File: config.mk
export PLATFORM = sky130hd
export DESIGN_NAME = fetch_prefetch_unit
export DESIGN_NICKNAME = d
export VERILOG_FILES = /design/src/rtl/fetch_pkg.sv /design/src/rtl/fetch_fifo.sv /design/src/rtl/fetch_prefetch_unit.sv
export SDC_FILE = /design/constraint.sdc
export NUM_CORES = 1
export LEC_CHECK = 0
export BUFFER_PORTS_ARGS = -buffer_cell sky130_fd_sc_hd__buf_2
export CORE_MARGIN = 5
export CORE_UTILIZATION = 39
export CTS_CLUSTER_DIAMETER = 120
export CTS_CLUSTER_SIZE = 24
export DETAILED_ROUTE_END_ITERATION = 6
export SLEW_MARGIN = 20
export SYNTH_ARGS = -nofsm -noshare
export SYNTH_HDL_FRONTEND = slang
export SYNTH_SLANG_ARGS = --single-unit
export TNS_END_PERCENT = 100
File: constraint.sdc
create_clock -name clk -period 2.5 [get_ports clk]
set_clock_uncertainty 0.1 [all_clocks]
set_input_delay 0.25 -clock clk [delete_from_list [all_inputs] [get_ports clk]]
set_output_delay 0.25 -clock clk [all_outputs]
set_load 0.01 [all_outputs]
File: src/rtl/fetch_pkg.sv
// Shared types and constants for the instruction-fetch front end.
package fetch_pkg;

    localparam int XLEN_DEF = 32;
    localparam int PC_STEP  = 4;

    typedef enum logic [1:0] {
        IDLE = 2'd0,
        BUSY = 2'd1,
        KILL = 2'd2
    } fetch_state_e;

    typedef struct packed {
        logic [XLEN_DEF-1:0] pc;
        logic [XLEN_DEF-1:0] instr;
    } fetch_entry_t;

endpackage

File: src/rtl/fetch_fifo.sv
// Prefetch FIFO holding {pc, instr} entries; clear wins over push/pop, pointers wrap modulo DEPTH.
module fetch_fifo
    import fetch_pkg::*;
#(
    parameter int  DEPTH   = 4,
    parameter type entry_t = fetch_entry_t
) (
    input  logic                       clk,
    input  logic                       rst,
    input  logic                       push,
    input  entry_t                     wdata,
    input  logic                       pop,
    input  logic                       clear,
    output entry_t                     head,
    output logic [$clog2(DEPTH):0]     count,
    output logic                       full,
    output logic                       empty
);

    localparam int PTR_W = $clog2(DEPTH);
    localparam int CNT_W = $clog2(DEPTH) + 1;

    entry_t             mem_r [DEPTH];
    logic [PTR_W-1:0]   wr_ptr_r;
    logic [PTR_W-1:0]   rd_ptr_r;
    logic [CNT_W-1:0]   count_r;
    logic               do_push_s;
    logic               do_pop_s;

    // Qualify requests: a push into a full FIFO is accepted only alongside a pop.
    always_comb begin
        do_pop_s  = 1'b0;
        do_push_s = 1'b0;
        if (clear) begin
            do_pop_s  = 1'b0;
            do_push_s = 1'b0;
        end else begin
            do_pop_s  = pop && (count_r != CNT_W'(0));
            do_push_s = push && ((count_r != CNT_W'(DEPTH)) || do_pop_s);
        end
    end

    // Entry storage.
    always_ff @(posedge clk or negedge rst) begin
        if (!rst) begin
            for (int i = 0; i < DEPTH; i++) begin
                mem_r[i] <= entry_t'(0);
            end
        end else if (do_push_s) begin
            mem_r[wr_ptr_r] <= wdata;
        end else begin
            mem_r[wr_ptr_r] <= mem_r[wr_ptr_r];
        end
    end

    // Pointers and occupancy.
    always_ff @(posedge clk or negedge rst) begin
        if (!rst) begin
            wr_ptr_r <= PTR_W'(0);
            rd_ptr_r <= PTR_W'(0);
            count_r  <= CNT_W'(0);
        end else if (clear) begin
            wr_ptr_r <= PTR_W'(0);
            rd_ptr_r <= PTR_W'(0);
            count_r  <= CNT_W'(0);
        end else begin
            if (do_push_s) begin
                wr_ptr_r <= wr_ptr_r + PTR_W'(1);
            end
            if (do_pop_s) begin
                rd_ptr_r <= rd_ptr_r + PTR_W'(1);
            end
            case ({do_push_s, do_pop_s})
                2'b10:   count_r <= count_r + CNT_W'(1);
                2'b01:   count_r <= count_r - CNT_W'(1);
                default: count_r <= count_r;
            endcase
        end
    end

    assign head  = mem_r[rd_ptr_r];
    assign count = count_r;
    assign full  = (count_r == CNT_W'(DEPTH));
    assign empty = (count_r == CNT_W'(0));

endmodule

File: src/rtl/fetch_prefetch_unit.sv
// Instruction-fetch front end: one outstanding imem request, prefetch FIFO, stall and redirect handling.
// Optional macro FETCH_PERF_EN adds perf_fetched / perf_killed / perf_stall counters.
module fetch_prefetch_unit
    import fetch_pkg::*;
#(
    parameter int              XLEN     = XLEN_DEF,
    parameter int              DEPTH    = 4,
    parameter logic [XLEN-1:0] RESET_PC = {XLEN{1'b0}}
) (
    input  logic            clk,
    input  logic            rst,
    output logic            imem_req,
    output logic [XLEN-1:0] imem_addr,
    input  logic            imem_ack,
    input  logic [XLEN-1:0] imem_rdata,
    input  logic            stall,
    input  logic            redirect,
    input  logic [XLEN-1:0] redirect_pc,
`ifdef FETCH_PERF_EN
    output logic [31:0]     perf_fetched,
    output logic [31:0]     perf_killed,
    output logic [31:0]     perf_stall,
`endif
    output logic            if_valid,
    output logic [XLEN-1:0] if_instr,
    output logic [XLEN-1:0] if_pc
);

    localparam int CNT_W = $clog2(DEPTH) + 1;

    typedef struct packed {
        logic [XLEN-1:0] pc;
        logic [XLEN-1:0] instr;
    } entry_t;

    fetch_state_e    state_r;
    fetch_state_e    state_next_s;
    logic [XLEN-1:0] fetch_pc_r;
    logic [XLEN-1:0] target_pc_s;
    logic            run_r;
    logic            push_s;
    logic            pop_s;
    logic            room_s;
    logic            issue_s;
    logic            full_s;
    logic            empty_s;
    logic [CNT_W-1:0] count_s;
    logic            unused_s;
    entry_t          push_entry_s;
    entry_t          head_s;

    // run_r keeps imem_req low while reset is asserted and for the first cycle after release.
    assign target_pc_s  = redirect_pc & {{(XLEN-2){1'b1}}, 2'b00};
    assign pop_s        = !empty_s && !stall && !redirect;
    assign push_s       = (state_r == BUSY) && imem_ack && !redirect;
    assign room_s       = !full_s || pop_s;
    assign issue_s      = run_r && (state_r == IDLE) && room_s && !redirect;
    assign push_entry_s = '{pc: fetch_pc_r, instr: imem_rdata};
    assign unused_s     = ^count_s;

    fetch_fifo #(
        .DEPTH   (DEPTH),
        .entry_t (entry_t)
    ) u_fifo (
        .clk   (clk),
        .rst   (rst),
        .push  (push_s),
        .wdata (push_entry_s),
        .pop   (pop_s),
        .clear (redirect),
        .head  (head_s),
        .count (count_s),
        .full  (full_s),
        .empty (empty_s)
    );

    // FSM state register.
    always_ff @(posedge clk or negedge rst) begin
        if (!rst) begin
            state_r <= IDLE;
        end else begin
            state_r <= state_next_s;
        end
    end

    // FSM next state; an ack seen in IDLE is a protocol error and is ignored.
    always_comb begin
        state_next_s = state_r;
        case (state_r)
            IDLE: begin
                if (issue_s) state_next_s = BUSY;
                else         state_next_s = IDLE;
            end
            BUSY: begin
                if (imem_ack)      state_next_s = IDLE;
                else if (redirect) state_next_s = KILL;
                else               state_next_s = BUSY;
            end
            KILL: begin
                if (imem_ack) state_next_s = IDLE;
                else          state_next_s = KILL;
            end
            default: state_next_s = IDLE;
        endcase
    end

    // FSM outputs and decode-facing view of the FIFO head.
    always_comb begin
        imem_req  = issue_s;
        imem_addr = fetch_pc_r;
        if (empty_s) begin
            if_valid = 1'b0;
            if_instr = {XLEN{1'b0}};
            if_pc    = {XLEN{1'b0}};
        end else begin
            if_valid = 1'b1;
            if_instr = head_s.instr;
            if_pc    = head_s.pc;
        end
    end

    // Fetch PC: redirect target (word aligned) wins over sequential advance.
    always_ff @(posedge clk or negedge rst) begin
        if (!rst) begin
            fetch_pc_r <= RESET_PC;
            run_r      <= 1'b0;
        end else begin
            run_r <= 1'b1;
            if (redirect) begin
                fetch_pc_r <= target_pc_s;
            end else if (push_s) begin
                fetch_pc_r <= fetch_pc_r + XLEN'(PC_STEP);
            end else begin
                fetch_pc_r <= fetch_pc_r;
            end
        end
    end

`ifdef FETCH_PERF_EN
    logic kill_s;
    assign kill_s = imem_ack && ((state_r == KILL) || ((state_r == BUSY) && redirect));

    // Performance counters, free-running and wrapping.
    always_ff @(posedge clk or negedge rst) begin
        if (!rst) begin
            perf_fetched <= 32'd0;
            perf_killed  <= 32'd0;
            perf_stall   <= 32'd0;
        end else begin
            perf_fetched <= perf_fetched + {31'd0, push_s};
            perf_killed  <= perf_killed + {31'd0, kill_s};
            perf_stall   <= perf_stall + {31'd0, (!empty_s && stall)};
        end
    end
`endif

endmodule

==> results of run 1 <==
-- synth_stat cells, types with 15 or more instances --
cell type / instances
mux4_2: 128
nor2_1: 264
o21ai_0: 26
mux2i_1: 64
nand2_1: 46
dfrtp_1: 296
a21oi_1: 250
and2_1: 66
nand4_1: 15
nand3_1: 15
clkbuf_1: 83
xor2_1: 18
-- flip-flops by register name, indices dropped and copies added (netlist names) --
name and flops:
u_fifo.count 3, u_fifo.rd_ptr_r 2, u_fifo.mem_r 256, u_fifo.wr_ptr_r 2, imem_addr 30, run_r 1, state_r 2
-- power by group through the flow --
| stage | combinational [mW] | sequential, mW | clock [mW] |
|---|---|---|---|
| 6_report | 8.59 | 7.22 | 2.90 |
| 2_1_floorplan | 5.17 | 6.94 | 0 |
| 4_1_cts | 8.20 | 7.22 | 3.01 |
| 5_1_grt | 9.36 | 7.41 | 3.17 |
| 3_3_place_gp | 7.38 | 7.17 | 0 |
| 3_5_place_dp | 7.52 | 7.28 | 0 |
-- critical path: cells and delay by family, from the launching register on --
kind          cells  cell delay, ns
buf+inv           3            0.48
flops             1            0.45
mux               1            0.51
simple gates      1            0.16
-- through the flow --
step / TNS [ns] / hold WS (ns)
2_1_floorplan: 0 / -0.1456
3_3_place_gp: 0 / 0.1441
3_5_place_dp: 0 / 0.1456
4_1_cts: -1.378 / 0.0001983
5_1_grt: -0.9198 / 0.02077
6_report: 0 / 0.02553
-- placed cells by master (no fill, tap or decap), types with 4 or more instances in the layout --
cell type and instances:
ha_4 4, o21ai_0 26, buf_12 21, buf_4 35, buf_2 136, clkbuf_16 22, nand4_1 15, nand2_1 46
a31oi_1 4, dlygate4sd3_1 35, and2_4 38, xnor2_1 7, a21oi_1 250, buf_6 26, mux2i_1 64, mux2_2 9
and2_1 28, nand3_1 15, xor2_1 18, and3_1 4, nor2_1 264, clkbuf_1 4, dfrtp_1 292, o311ai_0 4
inv_1 5, mux4_2 128
-- what timing repair did --
action                                 in CTS  in global routing
setup endpoints to repair                  55                 64
gates cloned                                2                  5
hold buffers                               35                  0
buffers inserted                            3                  4
resized for setup                          42                 30
endpoints found under the hold margin      88                  0
pin swaps                                  34                  3
-- area by class of cell --
cell class              instances  area share [%]
repair buffers                261           12.00
well taps                     518           3.532
clock buffers                  22           2.475
clock inverters                 2         0.09545
flip-flops and latches        296           40.43
inverters                       6          0.1364
multi-input cells             962           41.33
-- final timing paths --
kind	cells past startpoint	end	slack, ns
hold reg to reg	1	u_fifo.mem_r[96]$_DFFE_PN0P_	0.44
hold / removal	3	u_fifo.mem_r[197]$_DFFE_PN0P_	0.03
min in group asynchronous	2	imem_addr[9]$_DFFE_PN0N_	0.18
setup / recovery	5	if_pc[0]	0.03
setup reg to reg	5	u_fifo.mem_r[70]$_DFFE_PN0P_	0.20
max in group asynchronous	3	u_fifo.mem_r[138]$_DFFE_PN0P_	1.20
-- routing by layer --
| layer | share of wire (%) | vias up | track usage (%) |
|---|---|---|---|
| met5 | 0 | - | 0 |
| met4 | 1.2 | 0 | 2.925 |
| met3 | 5.0 | 30 | 2.684 |
| met2 | 50 | 299 | 31.60 |
| met1 | 44 | 5734 | 26.22 |
| li1 | - | 5274 | - |
-- cell families after synthesis --
kind of cell             synth area share (%)
XOR/XNOR                                1.422
AO/OA/AOI/OAI                           9.994
other                                 0.04877
flip-flops                              48.10
adder cells (fa/ha/maj)                0.5363
buffers and inverters                   3.697
multiplexers                            23.64
AND/OR/NAND/NOR                         12.56
==> results.sh, run 1 <==
export IMPL_outcome="finished clean"
export IMPL_clockBufferDepth=3
export IMPL_grt_ovfl_total=0
export IMPL_p_per_area_nw_per_um2=1020
export IMPL_syn_area_um2=15400
export IMPL_ys_ff_latch=296
export IMPL_critPathRequiredTime_ns=2.15
export IMPL_p_seq_share_pct=38.6
export IMPL_irDropWorstVdd_uv=511.5
export IMPL_synth_ff_type="dfrtp_1"
export IMPL_placed_area_um2=17040
export IMPL_postSynthAreaPerCell_um2=11.18
export IMPL_num_rows=72
export IMPL_viasPerCell=5.485
export IMPL_critical_path_slowest_cell="mux4_2"
export IMPL_hp_class="primary input to flop"
export IMPL_p_switching_mw=6.671
export IMPL_drtPass1Iterations=7
export IMPL_setup_slack_ns=0.03373
export IMPL_synth_edf_count=0
export IMPL_yosys_top_cells_area="dfrtp_1, mux4_2, a21oi_1"
export IMPL_cp_max_fo=9
export IMPL_start_util_pct=39.66
export IMPL_grt_pass1_vias=11570
export IMPL_p_int_mw=12.04
export IMPL_crit_start="u_fifo.rd_ptr_r[0]$_DFFE_PN0P_"
export IMPL_r2r_start="u_fifo.count[1]$_DFFE_PN0P_"
export IMPL_drv_slew=0
export IMPL_p_total_mw=18.71
export IMPL_wire_per_inst_um=20.35
export IMPL_postRouteWirelength_mm=42.06
export IMPL_die_y_um=208.7
export IMPL_core_area_um2=38830
export IMPL_critPathMaxStageDelay_ns=0.51
export IMPL_instances_no_fill=2067
export IMPL_grt_antenna_before_repair=0
export IMPL_clock_latency_ns=0.51
export IMPL_min_from="imem_rdata[5]"
export IMPL_grt_pass1_wl_mm=66.38
export IMPL_ant_nets=0
export IMPL_placed_cells_incl_taps=1996
export IMPL_ys_seq_area_share_pct=48.10
export IMPL_swShare_pct=35.65
export IMPL_cts_sinks=296
export IMPL_num_io_pins=167
export IMPL_hold_violations=0
export IMPL_ctsRootBufferMaster="clkbuf_16"
export IMPL_clkPwrFrac_pct=15.5
export IMPL_rsz0062_at_grt="true"
export IMPL_drv_cap=0
export IMPL_diodes=0
export IMPL_drc=0
export IMPL_hpwl_mm=26.79
export IMPL_yosysUniqueCellTypes=48
export IMPL_vias=11340
export IMPL_timing_final_crit_share_pct=98.65
export IMPL_cts_htree_levels=1
export IMPL_layout_nets=1618
export IMPL_fillers=3459
export IMPL_cts_buffers=16
export IMPL_yosys_area_top_type="dfrtp_1"
export IMPL_grt_max_degree=91
export IMPL_endpoint_kind="primary output"
export IMPL_maxClockFrequency_mhz=405.5
export IMPL_multi_input_area_um2=7585
export IMPL_cts_tree="built"
export IMPL_combinationalPowerShare_pct=45.9
export IMPL_synth_async_reset_ratio_pct=100.0
export IMPL_layout_drive_gt1_share_pct=28.15
export IMPL_fin_util_pct=47.26
export IMPL_p_leak_nw=7.167
export IMPL_fin_crit_ns=2.466
export IMPL_drtIter0Drc=876
export IMPL_path_cells="buf_12 > clkbuf_16 > mux4_2 > and2_4 > buf_2"
export IMPL_routabilityCongestion=0.7845
export IMPL_path_clk_slew_ns=0.09
export IMPL_dieArea_um2=43560
export IMPL_synth_cells=1377
export IMPL_grt_usage_pct=18.62
export IMPL_tightest_slew_ns=0.5873
export IMPL_io_buffers=162
export IMPL_finish_instance_area_um2=18350
export IMPL_die_x_um=208.7
export IMPL_arrival_ns=2.12
export IMPL_slew_headroom_pct=60.54
export IMPL_synth_top_area_share_pct=48.10
export IMPL_cp_start_kind="flop"
export IMPL_area_growth_pct=19.18
export IMPL_yosysWarningCount=0
export IMPL_setup_violations=0
export IMPL_ff_latch_area_um2=7420
export IMPL_place_ws_ns=0.2529
export IMPL_criticalPathCategory="flop to primary output"
Power figures use the tool's default switching activity.
==> inputs of run 2 (changes only) <==
Settings changed: CTS_BUF_LIST from default to sky130_fd_sc_hd__clkbuf_4.
==> run 2 against run 1 <==
Effect of this change:
- the run now ends with negative setup slack left
- cell count increased by 2.6%
- first-iteration DRC count decreased by 8.7%
- total power decreased by 4.1%
- critical path depth unchanged
- global-route usage increased by 0.66 points
- utilization increased by 0.84 points
- largest cell class unchanged
- critical endpoint is now if_pc[17]
==> results.sh, run 2 (synthesized netlist as in run 1, its figures left out) <==
export IMPL_p_leak_nw=7.287
export IMPL_slew_headroom_pct=60.48
export IMPL_fin_util_pct=48.11
export IMPL_critPathMaxStageDelay_ns=0.55
export IMPL_drc=0
export IMPL_p_per_area_nw_per_um2=961.2
export IMPL_grt_max_degree=91
export IMPL_arrival_ns=2.40
export IMPL_cts_htree_levels=1
export IMPL_grt_usage_pct=19.28
export IMPL_cp_top_family="multiplexers"
export IMPL_grt_antenna_before_repair=1
export IMPL_layout_drive_gt1_share_pct=27.73
export IMPL_drv_cap=0
export IMPL_hp_class="primary input to async pin"
export IMPL_cts_buffers=16
export IMPL_swShare_pct=36.81
export IMPL_clockBufferDepth=3
export IMPL_critical_path_slowest_cell="mux4_2"
export IMPL_grt_pass1_wl_mm=68.32
export IMPL_postRouteWirelength_mm=42.75
export IMPL_tns_ns=-13.10
export IMPL_place_ws_ns=0.2529
export IMPL_clock_latency_ns=0.74
export IMPL_fin_crit_ns=2.754
export IMPL_ant_nets=0
export IMPL_instances_no_fill=2121
export IMPL_viasPerCell=5.449
export IMPL_ff_latch_area_um2=7421
export IMPL_p_int_mw=11.34
export IMPL_placed_cells_incl_taps=1996
export IMPL_ctsRootBufferMaster="clkbuf_4"
export IMPL_grt_ovfl_total=0
export IMPL_violations="negative setup slack"
export IMPL_outcome="finished, violations left"
export IMPL_combinationalPowerShare_pct=49.3
export IMPL_critPathRequiredTime_ns=2.15
export IMPL_multi_input_area_um2=7582
export IMPL_hold_slack_ns=0.06420
export IMPL_rsz0062_at_grt="true"
export IMPL_tightest_slew_ns=0.5882
export IMPL_clkPwrFrac_pct=10.6
export IMPL_timing_final_crit_share_pct=110.2
export IMPL_vias=11560
export IMPL_path_cells="buf_12 > buf_16 > mux4_2 > and2_4 > buf_6"
export IMPL_core_area_um2=38830
export IMPL_drv_slew=0
export IMPL_setup_slack_ns=-0.2538
export IMPL_num_io_pins=167
export IMPL_p_switching_mw=6.608
export IMPL_wire_per_inst_um=20.16
export IMPL_num_rows=72
export IMPL_p_total_mw=17.95
export IMPL_drtIter0Drc=800
export IMPL_cp_max_fo=8
export IMPL_maxClockFrequency_mhz=363.1
export IMPL_drtPass1Iterations=7
export IMPL_endpoint_kind="primary output"
export IMPL_regMostFlops="u_fifo.mem_r"
export IMPL_cp_buffers_inverters=3
export IMPL_cp_start_kind="flop"
export IMPL_cts_sinks=296
export IMPL_io_buffers=162
export IMPL_path_clk_slew_ns=0.26
export IMPL_layout_common_cells="dfrtp_1, nor2_1, a21oi_1"
export IMPL_largest_reg_flops=256
export IMPL_layout_nets=1670
export IMPL_setup_violations=64
export IMPL_grt_pass1_vias=11840
export IMPL_p_seq_share_pct=40.1
export IMPL_cts_tree="built"
export IMPL_hold_violations=0
export IMPL_criticalPathCategory="flop to primary output"
export IMPL_dieArea_um2=43560
export IMPL_area_growth_pct=21.30
export IMPL_hpwl_mm=26.79
export IMPL_placed_area_um2=17040
export IMPL_fillers=3424
export IMPL_die_x_um=208.7
export IMPL_finish_instance_area_um2=18680
export IMPL_die_y_um=208.7
export IMPL_irDropWorstVdd_uv=545.3
export IMPL_layout_commonest_cell="dfrtp_1"
export IMPL_start_util_pct=39.66
export IMPL_routabilityCongestion=0.7845
run 2: area by class of cell:
type | instances | share of cell area (%)
multi-input cells | 962 | 40.59
well taps | 518 | 3.470
flip-flops and latches | 296 | 39.73
clock inverters | 3 | 0.1139
repair buffers | 313 | 15.09
diodes | 2 | 0.02680
inverters | 6 | 0.1340
clock buffers | 21 | 0.8441
run 2: power groups by stage:
stage,logic [mW],clock network [mW],registers [mW]
floorplan,5.17,0,6.94
global placement,7.38,0,7.17
detailed placement,7.52,0,7.28
CTS,8.74,2.00,7.18
global route,9.64,2.13,7.39
finish,8.85,1.90,7.20
run 2: repair_timing:
| item | 4_1_cts | 5_1_grt |
|---|---|---|
| hold buffers | 83 | 0 |
| buffers inserted | 9 | 2 |
| pin swaps | 17 | 2 |
| endpoints found under the setup margin | 65 | 68 |
| gates resized for setup | 65 | 22 |
| gates cloned | 7 | 0 |
| endpoints found under the hold margin | 451 | 0 |
run 2: path summary, 6_finish.rpt:
check                                               start                            to  slack (ns)  cells after the start
setup / recovery           u_fifo.rd_ptr_r[0]$_DFFE_PN0P_                     if_pc[17]       -0.25                      5
hold / removal                                        rst  u_fifo.mem_r[84]$_DFFE_PN0P_        0.06                      3
setup reg to reg              u_fifo.count[2]$_DFFE_PN0P_  u_fifo.mem_r[70]$_DFFE_PN0P_        0.14                      7
hold reg to reg              u_fifo.mem_r[96]$_DFFE_PN0P_  u_fifo.mem_r[96]$_DFFE_PN0P_        0.47                      1
max in group asynchronous                             rst   u_fifo.mem_r[7]$_DFFE_PN0P_        1.77                      3
min in group clk                          redirect_pc[17]     imem_addr[17]$_DFFE_PN0N_        0.19                      4
run 2: worst min-delay path, delay by kind of cell:
| kind | cells | cell delay [ns] |
|---|---|---|
| buffers and inverters | 3 | 1.05 |
run 2: per-layer routing:
| metal | vias to the layer above | wire length [µm] | global-route usage, % |
|---|---|---|---|
| met4 | 0 | 711 | 3.668 |
| li1 | 5388 | - | - |
| met5 | - | 0 | 0 |
| met1 | 5842 | 18790 | 26.80 |
| met2 | 285 | 21350 | 33.01 |
| met3 | 42 | 1903 | 2.475 |
